==> src/rtl/sprite_pkg.sv <==
// Shared types and constants for the sprite draw/erase engines.
package sprite_pkg;

  typedef enum logic [2:0] {IDLE, ERASE, MOVE, DRAW, DONE} state_t;

  localparam logic [2:0] C_BLACK = 3'b000;
  localparam logic [2:0] C_WHITE = 3'b111;

  localparam int SCR_W = 320;
  localparam int SCR_H = 240;

endpackage

==> src/rtl/sprite_mover_if.sv <==
// Pixel plot channel: one pixel per plot && pix_ready handshake.
interface sprite_mover_if #(
  parameter int X_W = 9,
  parameter int Y_W = 8
);
  logic           plot;
  logic [X_W-1:0] x_out;
  logic [Y_W-1:0] y_out;
  logic [2:0]     colour;
  logic           pix_ready;

  modport master (output plot, x_out, y_out, colour, input pix_ready);
  modport slave  (input plot, x_out, y_out, colour, output pix_ready);
endinterface

==> src/rtl/sprite_scan_counter.sv <==
// Raster scan over a W x H sprite: col runs fastest, wraps to 0,0 after the last pixel.
// Advances only on 'advance'; 'clear' has priority; 'last' is combinational.
module sprite_scan_counter #(
  parameter int W = 10,
  parameter int H = 4,
  localparam int CW = (W > 1) ? $clog2(W) : 1,
  localparam int RW = (H > 1) ? $clog2(H) : 1
) (
  input  logic          clk,
  input  logic          reset,
  input  logic          clear,
  input  logic          advance,
  output logic [CW-1:0] col,
  output logic [RW-1:0] row,
  output logic          last
);

  localparam logic [CW-1:0] COL_MAX = CW'(W - 1);
  localparam logic [RW-1:0] ROW_MAX = RW'(H - 1);

  always_ff @(posedge clk) begin
    if (!reset) begin
      col <= '0;
      row <= '0;
    end else if (clear) begin
      col <= '0;
      row <= '0;
    end else if (advance) begin
      if (col == COL_MAX) begin
        col <= '0;
        row <= (row == ROW_MAX) ? '0 : row + 1'b1;
      end else begin
        col <= col + 1'b1;
      end
    end
  end

  assign last = (col == COL_MAX) && (row == ROW_MAX);

endmodule

==> src/rtl/sprite_mover.sv <==
// Per frame_tick: erase sprite at old x, apply one clamped move step, redraw at new x.
// Pixels leave one per accepted handshake; pix_ready low stalls the scan with outputs held.
module sprite_mover
  import sprite_pkg::*;
#(
  parameter int         SPR_W   = 10,
  parameter int         SPR_H   = 4,
  parameter int         SCR_W   = sprite_pkg::SCR_W,
  parameter int         X_W     = 9,
  parameter int         Y_W     = 8,
  parameter int         X_INIT  = 0,
  parameter int         Y_POS   = 0,
  parameter int         STEP    = 1,
  parameter logic [2:0] C_DRAW  = C_WHITE,
  parameter logic [2:0] C_ERASE = C_BLACK
) (
  input  logic                 clk,
  input  logic                 reset,
  input  logic                 frame_tick,
  input  logic                 left,
  input  logic                 right,
  sprite_mover_if.master       pix,
  output logic                 busy,
  output logic                 done,
  output logic [X_W-1:0]       pos_x
);

  localparam int CW = (SPR_W > 1) ? $clog2(SPR_W) : 1;
  localparam int RW = (SPR_H > 1) ? $clog2(SPR_H) : 1;
  localparam logic [X_W-1:0] X_INIT_V = X_W'(X_INIT);
  localparam logic [X_W:0]   STEP_W   = (X_W + 1)'(STEP);
  localparam logic [X_W:0]   XMAX_W   = (X_W + 1)'(SCR_W - SPR_W);

  state_t         state, state_nxt;
  logic           drawn, drawn_nxt;
  logic [X_W-1:0] pos_x_nxt;
  logic           clear, advance, last, accept;
  logic [CW-1:0]  col;
  logic [RW-1:0]  row;
  logic [X_W:0]   wide_x, moved;

  sprite_scan_counter #(.W(SPR_W), .H(SPR_H)) u_scan (
    .clk     (clk),
    .reset   (reset),
    .clear   (clear),
    .advance (advance),
    .col     (col),
    .row     (row),
    .last    (last)
  );

  always_ff @(posedge clk) begin
    if (!reset) begin
      state <= IDLE;
      drawn <= 1'b0;
      pos_x <= X_INIT_V;
    end else begin
      state <= state_nxt;
      drawn <= drawn_nxt;
      pos_x <= pos_x_nxt;
    end
  end

  assign accept = pix.plot && pix.pix_ready;

  always_comb begin
    state_nxt = state;
    drawn_nxt = drawn;
    pos_x_nxt = pos_x;
    clear     = 1'b0;
    advance   = 1'b0;
    wide_x    = {1'b0, pos_x};
    moved     = wide_x;
    case (state)
      IDLE: begin
        if (frame_tick) begin
          clear     = 1'b1;
          state_nxt = drawn ? ERASE : DRAW;
        end
      end
      ERASE: begin
        if (accept) begin
          advance = 1'b1;
          if (last) state_nxt = MOVE;
        end
      end
      MOVE: begin
        // Extra top bit keeps both clamps free of wrap-around.
        if (left && !right)
          moved = (wide_x >= STEP_W) ? wide_x - STEP_W : '0;
        else if (right && !left)
          moved = (wide_x + STEP_W <= XMAX_W) ? wide_x + STEP_W : XMAX_W;
        pos_x_nxt = X_W'(moved);
        clear     = 1'b1;
        state_nxt = DRAW;
      end
      DRAW: begin
        if (accept) begin
          advance = 1'b1;
          if (last) begin
            state_nxt = DONE;
            drawn_nxt = 1'b1;
            clear     = 1'b1;
          end
        end
      end
      DONE:    state_nxt = IDLE;
      default: state_nxt = IDLE;
    endcase
  end

  assign pix.plot   = (state == ERASE) || (state == DRAW);
  assign pix.x_out  = pos_x + X_W'(col);
  assign pix.y_out  = Y_W'(Y_POS) + Y_W'(row);
  assign pix.colour = (state == DRAW) ? C_DRAW : C_ERASE;
  assign busy       = (state != IDLE);
  assign done       = (state == DONE);

endmodule
==> src/flat_wrapper.sv <==
// flat-port wrapper written by rule: the top's interface ports become plain ports
module sprite_mover_flat import sprite_pkg::*;
#(
  parameter int         SPR_W   = 10,
  parameter int         SPR_H   = 4,
  parameter int         SCR_W   = sprite_pkg::SCR_W,
  parameter int         X_W     = 9,
  parameter int         Y_W     = 8,
  parameter int         X_INIT  = 0,
  parameter int         Y_POS   = 0,
  parameter int         STEP    = 1,
  parameter logic [2:0] C_DRAW  = C_WHITE,
  parameter logic [2:0] C_ERASE = C_BLACK
)
  (clk, reset, frame_tick, left, right, busy, done, pos_x, pix_plot, pix_x_out, pix_y_out, pix_colour, pix_pix_ready);
  sprite_mover_if #(.X_W(X_W), .Y_W(Y_W)) pix_i ();
  input  logic clk;
  input  logic reset;
  input  logic frame_tick;
  input  logic left;
  input  logic right;
  output logic busy;
  output logic done;
  output logic [X_W-1:0] pos_x;
  output wire logic [$bits(pix_i.plot)-1:0] pix_plot;
  output wire logic [$bits(pix_i.x_out)-1:0] pix_x_out;
  output wire logic [$bits(pix_i.y_out)-1:0] pix_y_out;
  output wire logic [$bits(pix_i.colour)-1:0] pix_colour;
  input wire logic [$bits(pix_i.pix_ready)-1:0] pix_pix_ready;
  assign pix_plot = pix_i.plot;
  assign pix_x_out = pix_i.x_out;
  assign pix_y_out = pix_i.y_out;
  assign pix_colour = pix_i.colour;
  assign pix_i.pix_ready = pix_pix_ready;
  sprite_mover #(.SPR_W(SPR_W), .SPR_H(SPR_H), .SCR_W(SCR_W), .X_W(X_W), .Y_W(Y_W), .X_INIT(X_INIT), .Y_POS(Y_POS), .STEP(STEP), .C_DRAW(C_DRAW), .C_ERASE(C_ERASE)) u_core (.clk(clk), .reset(reset), .frame_tick(frame_tick), .left(left), .right(right), .pix(pix_i), .busy(busy), .done(done), .pos_x(pos_x));
endmodule
==> config.mk <==
export PLATFORM = sky130hd
export DESIGN_NAME = sprite_mover_flat
export DESIGN_NICKNAME = d
export VERILOG_FILES = /design/src/rtl/sprite_pkg.sv /design/src/rtl/sprite_mover_if.sv /design/src/rtl/sprite_scan_counter.sv /design/src/rtl/sprite_mover.sv /design/src/flat_wrapper.sv
export SDC_FILE = /design/constraint.sdc
export NUM_CORES = 1
export LEC_CHECK = 0
export ABC_AREA = 1
export BUFFER_PORTS_ARGS = -buffer_cell sky130_fd_sc_hd__buf_2
export CAP_MARGIN = 20
export CORE_ASPECT_RATIO = 0.9
export CORE_MARGIN = 5
export CORE_UTILIZATION = 55
export CTS_BUF_LIST = sky130_fd_sc_hd__clkbuf_16
export DETAILED_ROUTE_END_ITERATION = 12
export PLACE_DENSITY = 0.79
export SYNTH_ARGS = -nofsm -noshare
export SYNTH_HDL_FRONTEND = slang
export SYNTH_HIERARCHICAL = 1
export SYNTH_SLANG_ARGS = --single-unit
==> constraint.sdc <==
create_clock -name clk -period 2.1 [get_ports clk]
set_input_delay 0.315 -clock clk [delete_from_list [all_inputs] [get_ports clk]]
set_output_delay 0.315 -clock clk [all_outputs]
set_load 0.005 [all_outputs]
==> Word-level counts from Yosys, hierarchy flattened <==
Index checks and enable logic that the tools add are counted.
{ "word_totals": {"ff_bits": 19, "elab_cells": 60, "output_inout_bits": 32, "in_bits": 6} }
{ "op_classes": {"n_reduce_logical": 16, "bitwise_logic": 1, "magnitude_cmp": 2, "n_eq_ne": 11, "add_sub_neg": 5, "n_mux": 20} }
{ "ops": {"columns": ["op", "count"], "rows": [
  ["$mux W9", 4],
  ["$mux W3", 6],
  ["$pmux W3 S4", 1],
  ["$add A9 B1 Y10 const B", 1],
  ["$le A10 B9 Y1 const B", 1],
  ["$add A9 B4 Y9", 1],
  ["$ge A9 B1 Y1 const B", 1],
  ["$sub A9 B1 Y9 const B", 1],
  ["$ne A2 B1 Y1 const B", 4],
  ["$eq A3 B2 Y1 const B", 2],
  ["$mux W1", 5],
  ["$reduce_and A5 Y1", 1],
  ["$add A4 B1 Y4 const B", 1],
  ["$eq A4 B4 Y1 const B", 1],
  ["$logic_and A1 B1 Y1", 4],
  ["$mux W2", 2],
  ["$mux W4", 1],
  ["$reduce_and A2 Y1", 2],
  ["$reduce_or A2 Y1", 2],
  ["$eq A3 B1 Y1 const B", 1],
  ["$eq A3 B3 Y1 const B", 1],
  ["$logic_not A3 Y1", 1],
  ["$pmux W1 S3", 1],
  ["$reduce_and A3 Y1", 1],
  ["other kinds (8)", 9]
]} }

==> Depth between registers and ports, before layout <==
{ "depth": {"ltp_word": 6, "ltp_mapped": 11, "ltp_nobuf": 11} }

==> Hierarchy <==
Netlist, hierarchy kept.
{ "by_module_without_submodules": {"columns": ["module", "instances", "cells_each", "seq_area_each_um2", "area_per_inst_um2"], "rows": [
  ["sprite_mover", 1, 219, 260.2, 1456.4],
  ["sprite_scan_counter", 1, 45, 120.1, 302.8]
]} }

==> Worst setup path after synthesis <==
Ideal clock, no wire load.
{ "synth_timing": {"kind": "flip-flop to output port", "from": "register u_core.pos_x[0]", "to": "output port pix_x_out[6]", "stages_incl_launch_ff": 7, "required_ps": 1785, "path_buffers": 0, "setup_slack_ps": 99, "arrival_ps": 1686, "path_cell_list": "dfxtp_1 ha_1 inv_1 fa_1 o21ai_0 nand2_1 xor2_1"} }
{ "synth_between": {"elab_chain_len": 1} }
{ "synth_lines": {"columns": ["element", "line", "rtl"], "rows": [
  ["start: declaration", "sprite_mover.sv:25", "output logic [X_W-1:0] pos_x"],
  ["start signal: assignment", "sprite_mover.sv:60", "pos_x <= pos_x_nxt;"],
  ["$add A9 B4 Y9", "sprite_mover.sv:113", "assign pix.x_out = pos_x + X_W'(col);"],
  ["end: declaration", "flat_wrapper.sv:26", "output wire logic [$bits(pix_i.x_out)-1:0] pix_x_out;"]
]} }
Every way passes these cells.

==> Final worst setup path <==
{ "layout_timing": {"from": "register u_core.u_scan.col[0]", "to": "output port pix_x_out[8]"} }
{ "layout_between": {"elab_chain_len": 1} }
{ "layout_lines": {"columns": ["element", "line", "rtl"], "rows": [
  ["start: declaration", "sprite_scan_counter.sv:13", "output logic [CW-1:0] col,"],
  ["start signal: assignment", "sprite_scan_counter.sv:33", "col <= col + 1'b1;"],
  ["$add A9 B4 Y9", "sprite_mover.sv:113", null]
]} }
Every way passes these cells.

==> impl_metrics.ini <==
[grt]
grt_overflow = 0
grt_max_degree = 14
first_global_vias = 1582
grt.total_usage = 0.192
antenna_found_initial = 0
grt_pass1_wl_mm = 7.06

[floorplan]
die_h_um = 63.7
start_util = 0.574
core-area_um2 = 3070
fp.dieW_um = 69.6
io_pins = 38
rows = 19
dieArea_um2 = 4430

[clock_tree]
cts_htree_levels = 1
cts.reportedPaths.clkPinSlew_ns = 0.06
tritoncts = done
numCtsBuffers = 3
cts_root_buffer = clkbuf_16
clock_sinks = 19
clock_latency_ns = 0.25
clockBufferDepth = 2

[route]
via_per_inst = 5.08
ant_nets = 0
drt_iter0_drc = 116
via_count = 1732
first_pass_iters = 4
wl_per_cell_um = 12.2
route.detailed.drc = 0
wl_mm = 4.15

[finish]
final_layout_size_suffix_gt1_frac = 0.278
mostFrequentLayoutCells = nand2_1, inv_1, buf_2, nor2_1, a21oi_1
final_util = 0.671
num-nets-final = 317
layout_commonest_cell = nand2_1
antenna_cells = 0
syn_to_final_growth_pct = 17.0

[min_path]
hold_path.class = in -> reg

[setup_path]
critPathRequiredTime_ns = 1.78
arrival_ns = 1.73
crit_type = reg -> out
cp-start-kind = flip-flop
critPathCaptureType = output pin
cp_max_fo = 3

[logic_synthesis]
async_flop_share = 0
ys_types = 29
synth_edf_count = 0
synth-seq-cells = 19
synth_cells = 264
syn_area_per_cell_um2 = 6.66
yosysWarnings = 6
synth_seq_area_share = 0.216
synthesis.area_um2 = 1760
synth_ff_type = dfxtp_1

[timing]
min_period_over_period = 0.972
drv_slew = 0
setup_violations = 0
min_period_ns = 2.04
hold_violations = 0
rsz0062_at_grt = yes
fmax_mhz = 490
skew_ns = 0.00485

[pwr]
total_power_w = 0.00119
power_density_nw_per_um2 = 578
ir_worst_vdd_mv = 0.703
p_leak_nw = 1.09

[place]
portBuffers = 31
gp_congestion = 0.868
dp_hpwl_mm = 3.21

[run]
drv_cap = 0

[status]
outcome = finished, final reports clean
## kinds of logic after synthesis
family                     Yosys count  share of synthesized area
and+or+nand+nor                    117                      0.326
buffers and inverters               58                      0.159
AOI/OAI and AO/OA                   43                      0.140
DFF                                 19                      0.216
xor gates and xnor gates            15                     0.0747
adders and majority gates           11                     0.0825
other                                1                    0.00213
## repair_timing
action / 4_1_cts / 5_1_grt
hold buffers: 0 / 0
gates cloned: 0 / 0
resized for setup: 5 / 7
setup buffers: 1 / 0
setup endpoints to repair: 3 / 4
pin swaps: 0 / 3
## worst max-delay path, stage by stage (launching register included)
cell,delay (ns)
dfxtp_2,0.35
ha_4,0.14
inv_2,0.04
fa_2,0.36
o21ai_1,0.13
buf_4,0.14
nand2_1,0.06
xor2_1,0.13
buf_2,0.13
## power by group
part	internal (W)	switching (W)	total (W)
Sequential	0.000382	0.0000314	0.000413
Combinational	0.000153	0.000227	0.000380
Clock	0.000255	0.000142	0.000397
## Yosys cell counts (2+ instances only)
cell | n | area share
nand3_1 | 15 | 0.043
inv_2 | 5 | 0.011
inv_1 | 40 | 0.085
a21oi_2 | 3 | 0.015
nor3_1 | 4 | 0.011
xnor2_1 | 2 | 0.010
o21bai_2 | 2 | 0.013
a21oi_1 | 18 | 0.051
buf_4 | 8 | 0.034
nor2_2 | 7 | 0.025
nor2_1 | 22 | 0.047
nand3_2 | 4 | 0.023
dfxtp_1 | 19 | 0.22
ha_1 | 10 | 0.071
nand2_2 | 4 | 0.014
xor2_1 | 13 | 0.065
o21ai_0 | 17 | 0.048
buf_6 | 4 | 0.026
nand2_1 | 48 | 0.10
o21bai_1 | 2 | 0.0085
nor2_4 | 4 | 0.026
nand4_1 | 6 | 0.021
## layout make-up
class | count | area (µm²)
tap | 42 | 52.6
fill | 263 | 1010
inverter | 45 | 169
timing repair buffer | 39 | 215
clock buffer | 3 | 75.1
sequential | 19 | 384
clock inverter | 1 | 5.00
multi-input combinational | 192 | 1160
## final timing paths
kind,endpoint,startpoint,slack [ns],cells past startpoint
max,pix_x_out[8],u_core/u_scan/col[0]$_SDFFE_PP0P_,0.06,8
min,u_core/pos_x[2]$_SDFFE_PN0P_,reset,0.39,3
max reg2reg,u_core/pos_x[1]$_SDFFE_PN0P_,u_core/pos_x[0]$_SDFFE_PN0P_,0.30,11
min reg2reg,u_core/drawn$_SDFFE_PN0P_,u_core/drawn$_SDFFE_PN0P_,0.47,2
## routing by layer
metal  GRT usage  up-vias  routed length, µm
met2       0.318       45               1900
li1            -      893                  -
met4      0.0335        0                 19
met5           0        -                  0
met3      0.0477        2                286
met1       0.255      792               1950
## sequential cells by signal, indices dropped and copies added, names as in the netlist
name / cells
u_core/u_scan/col: 4
u_core/u_scan/row: 2
u_core/pos_x: 9
u_core/state: 3
u_core/drawn: 1
## stage by stage
| step | hold slack [ns] | setup slack [ns] | setup TNS (ns) | instance area, µm² | instances |
|---|---|---|---|---|---|
| final | 0.391 | 0.0595 | 0 | 2060 | 341 |
| after global routing | 0.412 | -0.0409 | -0.0713 | 2060 | 341 |
| after CTS | 0.390 | 0.0139 | 0 | 2020 | 341 |
| after detailed placement | 0.460 | 0.119 | 0 | 1930 | 336 |
| after global placement | 0.451 | 0.180 | 0 | 1930 | 336 |
| after floorplan | 0.436 | 0.0987 | 0 | 1780 | 269 |
No activity file was read; power rests on OpenSTA's default activity.
